$ cat config.mk
export PLATFORM = sky130hd
export DESIGN_NAME = serial_flit_tx
export DESIGN_NICKNAME = d
export VERILOG_FILES = /design/src/rtl/serial_flit_tx.sv
export SDC_FILE = /design/constraint.sdc
export NUM_CORES = 1
export LEC_CHECK = 0
export CAP_MARGIN = 20
export CORE_ASPECT_RATIO = 1.4
export CORE_MARGIN = 2
export CORE_UTILIZATION = 30
export CTS_CLUSTER_DIAMETER = 150
export DETAILED_ROUTE_END_ITERATION = 10
export PLACE_DENSITY = 0.59
export SLEW_MARGIN = 20
export SYNTH_ARGS = -nofsm -noshare
export SYNTH_HDL_FRONTEND = slang
export SYNTH_SLANG_ARGS = --single-unit
$ cat constraint.sdc
create_clock -name clk -period 2.2 [get_ports clk]
set_input_delay 0.55 -clock clk [delete_from_list [all_inputs] [get_ports clk]]
set_output_delay 0.55 -clock clk [all_outputs]
set_load 0.005 [all_outputs]
$ cat src/rtl/serial_flit_tx.sv
// Serial flit transmitter: one holding register feeding a shift register, start bit then LSB-first data.
// Build option SERIAL_TX_PARITY_EN appends an even parity bit after the last data bit.
module serial_flit_tx #(
  parameter int FLIT_SZ = 8,
  parameter int ID = 0
) (
  input  logic               clk,
  input  logic               reset,
  input  logic [FLIT_SZ-1:0] parallel_in,
  input  logic               valid_in,
  output logic               busy,
  input  logic               channel_busy,
  output logic               tx_data,
  output logic               tx_active,
  output logic [19:0]        flit_counter
);

  localparam int CW = $clog2(FLIT_SZ + 1);
  localparam logic [CW-1:0] LAST_BIT = CW'(FLIT_SZ);

  if (FLIT_SZ < 2 || ID < 0) begin : g_cfg_check
    $error("serial_flit_tx: FLIT_SZ must be >= 2 and ID non-negative");
  end

  typedef enum logic [1:0] {
    IDLE  = 2'd0,
    START = 2'd1,
    SHIFT = 2'd2
`ifdef SERIAL_TX_PARITY_EN
    , PARITY = 2'd3
`endif
  } state_t;

  function automatic logic even_parity(input logic [FLIT_SZ-1:0] data);
    return ^data;
  endfunction

  state_t               state_q, state_d;
  logic [FLIT_SZ-1:0]   hold_q, hold_d;
  logic                 full_q, full_d;
  logic [FLIT_SZ-1:0]   shift_q, shift_d;
  logic [CW-1:0]        bcnt_q, bcnt_d;
  logic                 tx_q, tx_d;
  logic                 act_q, act_d;
  logic [19:0]          fcnt_q, fcnt_d;
  logic                 end_s;
`ifdef SERIAL_TX_PARITY_EN
  logic                 par_q, par_d;
`endif

  // Next-state logic: accept into the holding register, walk the frame, chain frames without a gap
  always_comb begin
    state_d = state_q;
    hold_d  = hold_q;
    full_d  = full_q;
    shift_d = shift_q;
    bcnt_d  = bcnt_q;
    fcnt_d  = fcnt_q;
    tx_d    = 1'b0;
    end_s   = 1'b0;
`ifdef SERIAL_TX_PARITY_EN
    par_d   = par_q;
`endif

    // A flit offered while full is dropped; holding contents stay intact
    if (valid_in && !full_q) begin
      hold_d = parallel_in;
      full_d = 1'b1;
    end else begin
      hold_d = hold_q;
    end

    case (state_q)
      IDLE: begin
        tx_d = 1'b0;
      end
      START: begin
        tx_d    = shift_q[0];
        shift_d = {1'b0, shift_q[FLIT_SZ-1:1]};
        bcnt_d  = CW'(1);
        state_d = SHIFT;
      end
      SHIFT: begin
        if (bcnt_q < LAST_BIT) begin
          tx_d    = shift_q[0];
          shift_d = {1'b0, shift_q[FLIT_SZ-1:1]};
          bcnt_d  = bcnt_q + CW'(1);
        end else begin
`ifdef SERIAL_TX_PARITY_EN
          tx_d    = par_q;
          state_d = PARITY;
`else
          end_s   = 1'b1;
`endif
        end
      end
`ifdef SERIAL_TX_PARITY_EN
      PARITY: begin
        end_s = 1'b1;
      end
`endif
      default: begin
        state_d = IDLE;
        tx_d    = 1'b0;
      end
    endcase

    if (end_s) begin
      fcnt_d  = fcnt_q + 20'd1;
      bcnt_d  = '0;
      state_d = IDLE;
    end else begin
      fcnt_d  = fcnt_q;
    end

    // channel_busy only gates a frame start, never a frame in flight
    if ((state_q == IDLE || end_s) && full_q && !channel_busy) begin
      shift_d = hold_q;
      full_d  = 1'b0;
      tx_d    = 1'b1;
      state_d = START;
`ifdef SERIAL_TX_PARITY_EN
      par_d   = even_parity(hold_q);
`endif
    end else begin
      shift_d = shift_d;
    end

    act_d = (state_d != IDLE);
  end

  // State and output registers
  always_ff @(posedge clk or posedge reset) begin
    if (reset) begin
      state_q <= IDLE;
      hold_q  <= '0;
      full_q  <= 1'b0;
      shift_q <= '0;
      bcnt_q  <= '0;
      tx_q    <= 1'b0;
      act_q   <= 1'b0;
      fcnt_q  <= 20'd0;
`ifdef SERIAL_TX_PARITY_EN
      par_q   <= 1'b0;
`endif
    end else begin
      state_q <= state_d;
      hold_q  <= hold_d;
      full_q  <= full_d;
      shift_q <= shift_d;
      bcnt_q  <= bcnt_d;
      tx_q    <= tx_d;
      act_q   <= act_d;
      fcnt_q  <= fcnt_d;
`ifdef SERIAL_TX_PARITY_EN
      par_q   <= par_d;
`endif
    end
  end

  assign busy         = full_q;
  assign tx_data      = tx_q;
  assign tx_active    = act_q;
  assign flit_counter = fcnt_q;

endmodule

# Yosys cells after proc, flatten, opt, wreduce, memory -nomap -nowiden
# Index checks and enable logic that the tools add are counted.
[word_totals] regBits=45 latchBits=0 mem_bits_rw=0 romBits=0 input_bits=12 output_inout_bits=23 wordCells=45 n_memories=0
[op_classes] add_sub_neg=2 n_mul=0 div_mod_pow=0 magnitude_cmp=1 eq_ne=4 shifts=0 n_mux=16 bitwise_logic=0 reduce_logical=14
[ops] operator="adder 20 x 1 -> 20 bit, second input constant" n=1
[ops] operator="two-way mux 8 bit" n=2
[ops] operator="case mux 8 bit (2 select lines)" n=1
[ops] operator="two-way mux 4 bit" n=2
[ops] operator="case mux 4 bit (2 select lines)" n=1
[ops] operator="two-way mux 1 bit" n=6
[ops] operator="inequality test 3 bit, second input constant" n=2
[ops] operator="nonzero test 3 bit" n=2
[ops] operator="adder 4 x 1 -> 4 bit, second input constant" n=1
[ops] operator="less-than comparator 4 bit, second input constant" n=1
[ops] operator="two-way mux 2 bit" n=2
[ops] operator="case mux 2 bit (2 select lines)" n=1
[ops] operator="AND reduction 2 bit" n=2
[ops] operator="nonzero test 2 bit" n=2
[ops] operator="logical AND 1 bit" n=3
[ops] operator="== test 2 x 1 -> 1 bit, second input constant" n=1
[ops] operator="== test 2 bit, second input constant" n=1
[ops] operator="logical NOT 1 bit" n=2
[ops] operator="logical NOT 2 bit" n=1
[ops] operator="case mux 1 bit (2 select lines)" n=1
[ops] operator="OR reduction 2 bit" n=1
[ops] operator="logical OR 1 bit" n=1

# Longest topological paths before layout
# Gate-level depths: netlist (run 1).
[depth] word_depth=8 mapped_depth=7 ltp_nobuf=6

# Worst setup path after synthesis (run 1)
# Ideal clock, no wire load.
[synth_path] kind="register to register" startpoint="register state_q[0]" endpoint="register fcnt_q[19] (netlist: flit_counter[19])" setup_ns=0.123 t_arrival_ns=1.562 slack_ns=0.515 stages_incl_launch_ff=8 path_buffers=1 path_cell_list="dfrtp_1 inv_1 ha_1 buf_4 nand4_2 nor4_4 nand4_1 xnor2_1"
[synth_between] elab_chain_len=2
[synth_rtl] item="start: declaration" line_no="38" text="state_t state_q, state_d;"
[synth_rtl] item="start signal: assignment" line_no="147" text="state_q <= state_d;"
[synth_rtl] item="== test 2 bit" line_no="73" text="case (state_q)"
[synth_rtl] item="two-way mux 1 bit" line_no="73"
[synth_rtl] item="end signal: assignment" line_no="154" text="fcnt_q <= fcnt_d;"
[synth_rtl] item="end: declaration" line_no="45" text="logic [19:0] fcnt_q, fcnt_d;"
# No other way between the ends.
# A chain may end at the register's enable or synchronous reset.

# Final worst setup path (run 1)
[layout_path] startpoint="register state_q[0]" endpoint="register fcnt_q[14] (netlist: flit_counter[14])"
# Same word-level chain as after synthesis.

==> impl_metrics.ini, run 1 <==
[finish]
layout.cells.non_filler = 281
drive_gt1_frac = 0.121
n_antenna_cell = 0
fin_nets = 223
area_delta_synth_final_pct = 28.5
fillerInstances = 648

[outcome]
status = finished, final reports clean

[sta]
maxSlewHeadroom = 0.730
drv_slew = 0
setup_tns_ns = 0
max_freq_ghz = 0.515
finalCriticalPeriod_ns = 1.94
rsz0062_at_grt = false
setup_viol = 0
skew_ns = 0.00814
worst_pin_slew_ns = 0.401
fin_crit_sh = 0.883
whs_ns = 0.471
hold_viol = 0
fin_ws_ns = 0.257

[die]
initial_utilization = 0.306
rows = 35
die_w_microns = 72.7
die-area_sq_mm = 0.00728
io_pins = 35
die_y_microns = 100
fp.coreArea_sq_mm = 0.00648

[yosys]
ys_warn_count = 0
yosys.area.top_type_share = 0.568
synth_area_per_cell_sq_um = 11.9
yosysTopAreaCell = dfrtp_1
syn-num-nets = 183
yosysSeqAreaShare = 0.568
synth_area_sq_mm = 0.00198
synthTopCellsByArea = dfrtp_1 (57%), xnor2_1 (6.6%), mux2_2 (5.1%)
netlist_instances = 166
ys_ff_latch = 45
yosysUniqueCellTypes = 33

[grt]
grt_pass1_vias = 1291
grt_overflow = 0
grt_pass1_wl_microns = 5840
grt_usage = 0.104
grt_max_degree = 46
antenna_found_initial = 0

[place]
hpwl_microns = 2480
gp_congestion = 0.702
dp_cells = 273
dp_slack_ns = 0.230
port_buffers = 34

[pwr]
p_leak_uw = 0.00113
p_comb_frac = 0.319
peakVddDrop_v = 0.000483
clock_power_share = 0.233
swShare = 0.308
power.switching_uw = 818
seq_power_share = 0.448
p_per_area_mw_per_mm2 = 1040
p_int_uw = 1840

[setup_path]
start_kind = register
cp.arrival_ns = 2.13
endpoint_kind = register
cp.required_ns = 2.39
cp_max_fo = 11
crit_type = reg2reg

[routing]
drt_iter0_markers = 27
ant_nets = 0
via_per_inst = 4.64
drt-total-wl_microns = 3430
drc_errors = 0
vias = 1303
routedWlPerCell_microns = 12.2
firstDrtPassIters = 4

[min_path]
hp-class = reg2reg

[clock_tree]
cts.repair.resized = 0
numClockSinks = 45
post-cts-setup-buffer-count = 0
cts_buffers = 5
clk_pin_slew_ns = 0.09
hold_buffers = 0
cts_root_buffer = clkbuf_8
clockBufferDepth = 2
htree_levels = 2
cts_tree = done
insertion_delay_ns = 0.30

[flow_run]
max_cap_viol_count = 0
-- per-stage QoR --
stage	area, sq um	total power [uW]	util
final	2550	2660	0.393
after global routing	2550	2870	0.393
after CTS	2550	2710	0.393
after detailed placement	2440	2080	0.376
after global placement	2440	2060	0.376
after floorplan	1980	1820	-
-- path summary, 6_finish.rpt --
kind / start / depth (start not counted) / endpoint / slack [ns]
max reg2reg: state_q[0] / 6 / flit_counter[14] / 0.26
max: state_q[0] / 6 / flit_counter[14] / 0.26
max in group asynchronous: reset / 3 / flit_counter[9] / 1.40
min in group asynchronous: reset / 3 / flit_counter[13] / 0.57
min: flit_counter[19] / 1 / flit_counter[19] / 0.47
min reg2reg: flit_counter[19] / 1 / flit_counter[19] / 0.47
-- logic make-up (layout without fill, tap and decap cells) --
group,Yosys count,in the layout,synth area share
DFF,45,45,0.568
buffers and inverters,9,50,0.0189
and+or+nand+nor,53,53,0.147
adders and majority gates,5,5,0.0316
xor gates and xnor gates,20,20,0.0884
muxes,16,16,0.0865
AOI/OAI and AO/OA,18,18,0.0594
-- cells in the final DEF, fill, tap and decap left out, drive strengths merged --
master          n
dfrtp          45
clkdlybuf4s50  34
nand2          18
xnor2          15
o21ai          10
mux2            9
nor2            8
nand3           7
mux2i           7
nand4           7
clkbuf          6
xor2            5
ha              5
inv             4
a21oi           3
buf             3
and3            2
nand2b          2
a22o            2
nor4            2
clkinv          2
or2             1
nor3            1
and4            1
and2b           1
nor3b           1
nor2b           1
o21bai          1
o211ai          1
o31a            1
and2            1
bufinv          1
-- synth_stat cells --
master / count
nor4_2: 1
or2_1: 1
xor2_1: 5
and2_1: 1
and4_1: 1
a21oi_4: 1
nand3_1: 7
nor2b_1: 1
and3_1: 2
dfrtp_1: 45
nand2b_1: 2
ha_1: 5
nor3_1: 1
inv_1: 5
nor3b_1: 1
o21ai_1: 8
nand4_2: 1
xnor2_1: 15
mux2i_1: 7
o21bai_1: 1
nand2_1: 18
o21ai_0: 2
o211ai_1: 1
clkbuf_1: 3
and2b_4: 1
buf_4: 1
o31a_1: 1
nor4_4: 1
nand4_1: 6
a21oi_1: 2
a22o_1: 2
nor2_1: 8
mux2_2: 9
-- power by group through the flow --
stage                     Combinational, uW  Sequential, uW  Clock [uW]
after global placement                  845            1210           0
after CTS                               868            1200         646
after global routing                    974            1230         670
after detailed placement                865            1220           0
final                                   848            1190         619
after floorplan                         643            1180           0
-- layout make-up --
type	count	area (sq um)	area share
Tap cell	74	92.6	0.0363
Clock inverter	2	38.8	0.0152
Sequential cell	45	1130	0.442
Clock buffer	6	72.6	0.0285
Timing Repair Buffer	37	375	0.147
Multi-Input combinational cell	112	823	0.323
Inverter	5	18.8	0.00737
-- per-layer routing --
metal | track usage | up-vias | part of all wire
li1 | - | 648 | -
met3 | 0.0271 | 4 | 0.039
met4 | 0.0470 | 0 | 0.020
met1 | 0.124 | 621 | 0.44
met2 | 0.173 | 30 | 0.50
met5 | 0 | - | 0
-- worst max-delay path, stage by stage, from the launching register on --
cell     delay [ns]
dfrtp_1        0.39
inv_1          0.12
ha_1           0.37
nand3_1        0.21
nor4_2         0.44
nand4_1        0.16
xnor2_1        0.14
-- flip-flops by register name, summed over array words and instances, names as in the netlist --
| name | cells |
|---|---|
| tx_active | 1 |
| bcnt_q | 4 |
| busy | 1 |
| flit_counter | 20 |
| tx_data | 1 |
| hold_q | 8 |
| shift_q | 8 |
| state_q | 2 |
(Power assumes the default switching activity.)
==> run 2: changes to the inputs <==
Settings changed: CTS_BUF_LIST from default to sky130_fd_sc_hd__clkbuf_8.
==> impl_metrics.ini, run 2 (synthesis gave the netlist of run 1 again) <==
[clock_tree]
cts.repair.resized = 0
clk_pin_slew_ns = 0.09
hold_buffers = 0
htree_levels = 2
numClockSinks = 45
clockBufferDepth = 2
post-cts-setup-buffer-count = 0
cts_tree = done
insertion_delay_ns = 0.30
cts_root_buffer = clkbuf_8
cts_buffers = 5

[sta]
finalCriticalPeriod_ns = 1.94
skew_ns = 0.00814
worst_pin_slew_ns = 0.401
drv_slew = 0
setup_viol = 0
fin_crit_sh = 0.883
max_freq_ghz = 0.515
setup_tns_ns = 0
whs_ns = 0.471
hold_viol = 0
rsz0062_at_grt = false
maxSlewHeadroom = 0.730
fin_ws_ns = 0.257

[finish]
n_antenna_cell = 0
drive_gt1_frac = 0.121
largest_reg_flops = 20
final_common_cell = dfrtp_1
area_delta_synth_final_pct = 28.5
fin_nets = 223
layout_common_cells = dfrtp_1 (45), clkdlybuf4s50_1 (34), nand2_1 (18), xnor2_1 (15), mux2_2 (9)
fin_util = 0.393
layout.cells.non_filler = 281

[grt]
grt_overflow = 0
grt_max_degree = 46
grt_pass1_vias = 1291
grt_usage = 0.104
grt_pass1_wl_microns = 5840
antenna_found_initial = 0

[die]
die_y_microns = 100
initial_utilization = 0.306
die_w_microns = 72.7
die-area_sq_mm = 0.00728
fp.coreArea_sq_mm = 0.00648
io_pins = 35
rows = 35

[routing]
vias = 1303
firstDrtPassIters = 4
drc_errors = 0
drt-total-wl_microns = 3430
ant_nets = 0
via_per_inst = 4.64
routedWlPerCell_microns = 12.2
drt_iter0_markers = 27

[pwr]
p_per_area_mw_per_mm2 = 1040
peakVddDrop_v = 0.000483
p_leak_uw = 0.00113

[min_path]
hold_path_depth = 1
hp-start = flit_counter[19]
hp-class = reg2reg

[setup_path]
reg2reg_depth = 6
cp.arrival_ns = 2.13
endpoint_kind = register
cp.required_ns = 2.39
crit_type = reg2reg
cp_max_fo = 11
cp-startpoint = state_q[0]
start_kind = register
r2r_start = state_q[0]

[outcome]
status = finished, final reports clean

[place]
dp_slack_ns = 0.230
dp_cells = 273
hpwl_microns = 2480
port_buffers = 34
gp_congestion = 0.702

[flow_run]
max_cap_viol_count = 0
run 2: per-stage QoR:
| stage | power, uW | cell area (sq um) |
|---|---|---|
| after floorplan | 1820 | 1980 |
| after global placement | 2060 | 2440 |
| after detailed placement | 2080 | 2440 |
| after CTS | 2710 | 2550 |
| after global routing | 2870 | 2550 |
| final | 2660 | 2550 |
run 2: power by group:
group	switching, uW	internal, uW	total, uW
combinational	402	446	848
sequential	138	1050	1190
clock	278	336	615
total	818	1840	2660
run 2: critical path, cell delays in order, from the launching register on:
cell     delay (ns)
dfrtp_1        0.39
inv_1          0.12
ha_1           0.37
nand3_1        0.21
nor4_2         0.44
nand4_1        0.16
xnor2_1        0.14
run 2: routing by layer:
layer  GRT usage  part of all wire  vias up
li1            -                 -      648
met1       0.124              0.44      621
met2       0.173              0.50       30
met3      0.0271             0.039        4
met4      0.0470             0.020        0
met5           0                 0        -
run 2: final timing paths:
path                                          to  slack (ns)
worst max-delay path            flit_counter[14]        0.26
worst min-delay path            flit_counter[19]        0.47
worst max register to register  flit_counter[14]        0.26
worst min register to register  flit_counter[19]        0.47
max in group asynchronous        flit_counter[9]        1.40
min in group asynchronous       flit_counter[13]        0.57
run 2: cell type report:
cell class / count / area, sq um
clock buffers: 5 / 68.8
fillers: 648 / 3930
repair buffers: 37 / 375
flip-flops and latches: 45 / 1130
multi-input cells: 112 / 823
inverters: 5 / 18.8
well taps: 74 / 92.6
clock inverters: 3 / 42.5
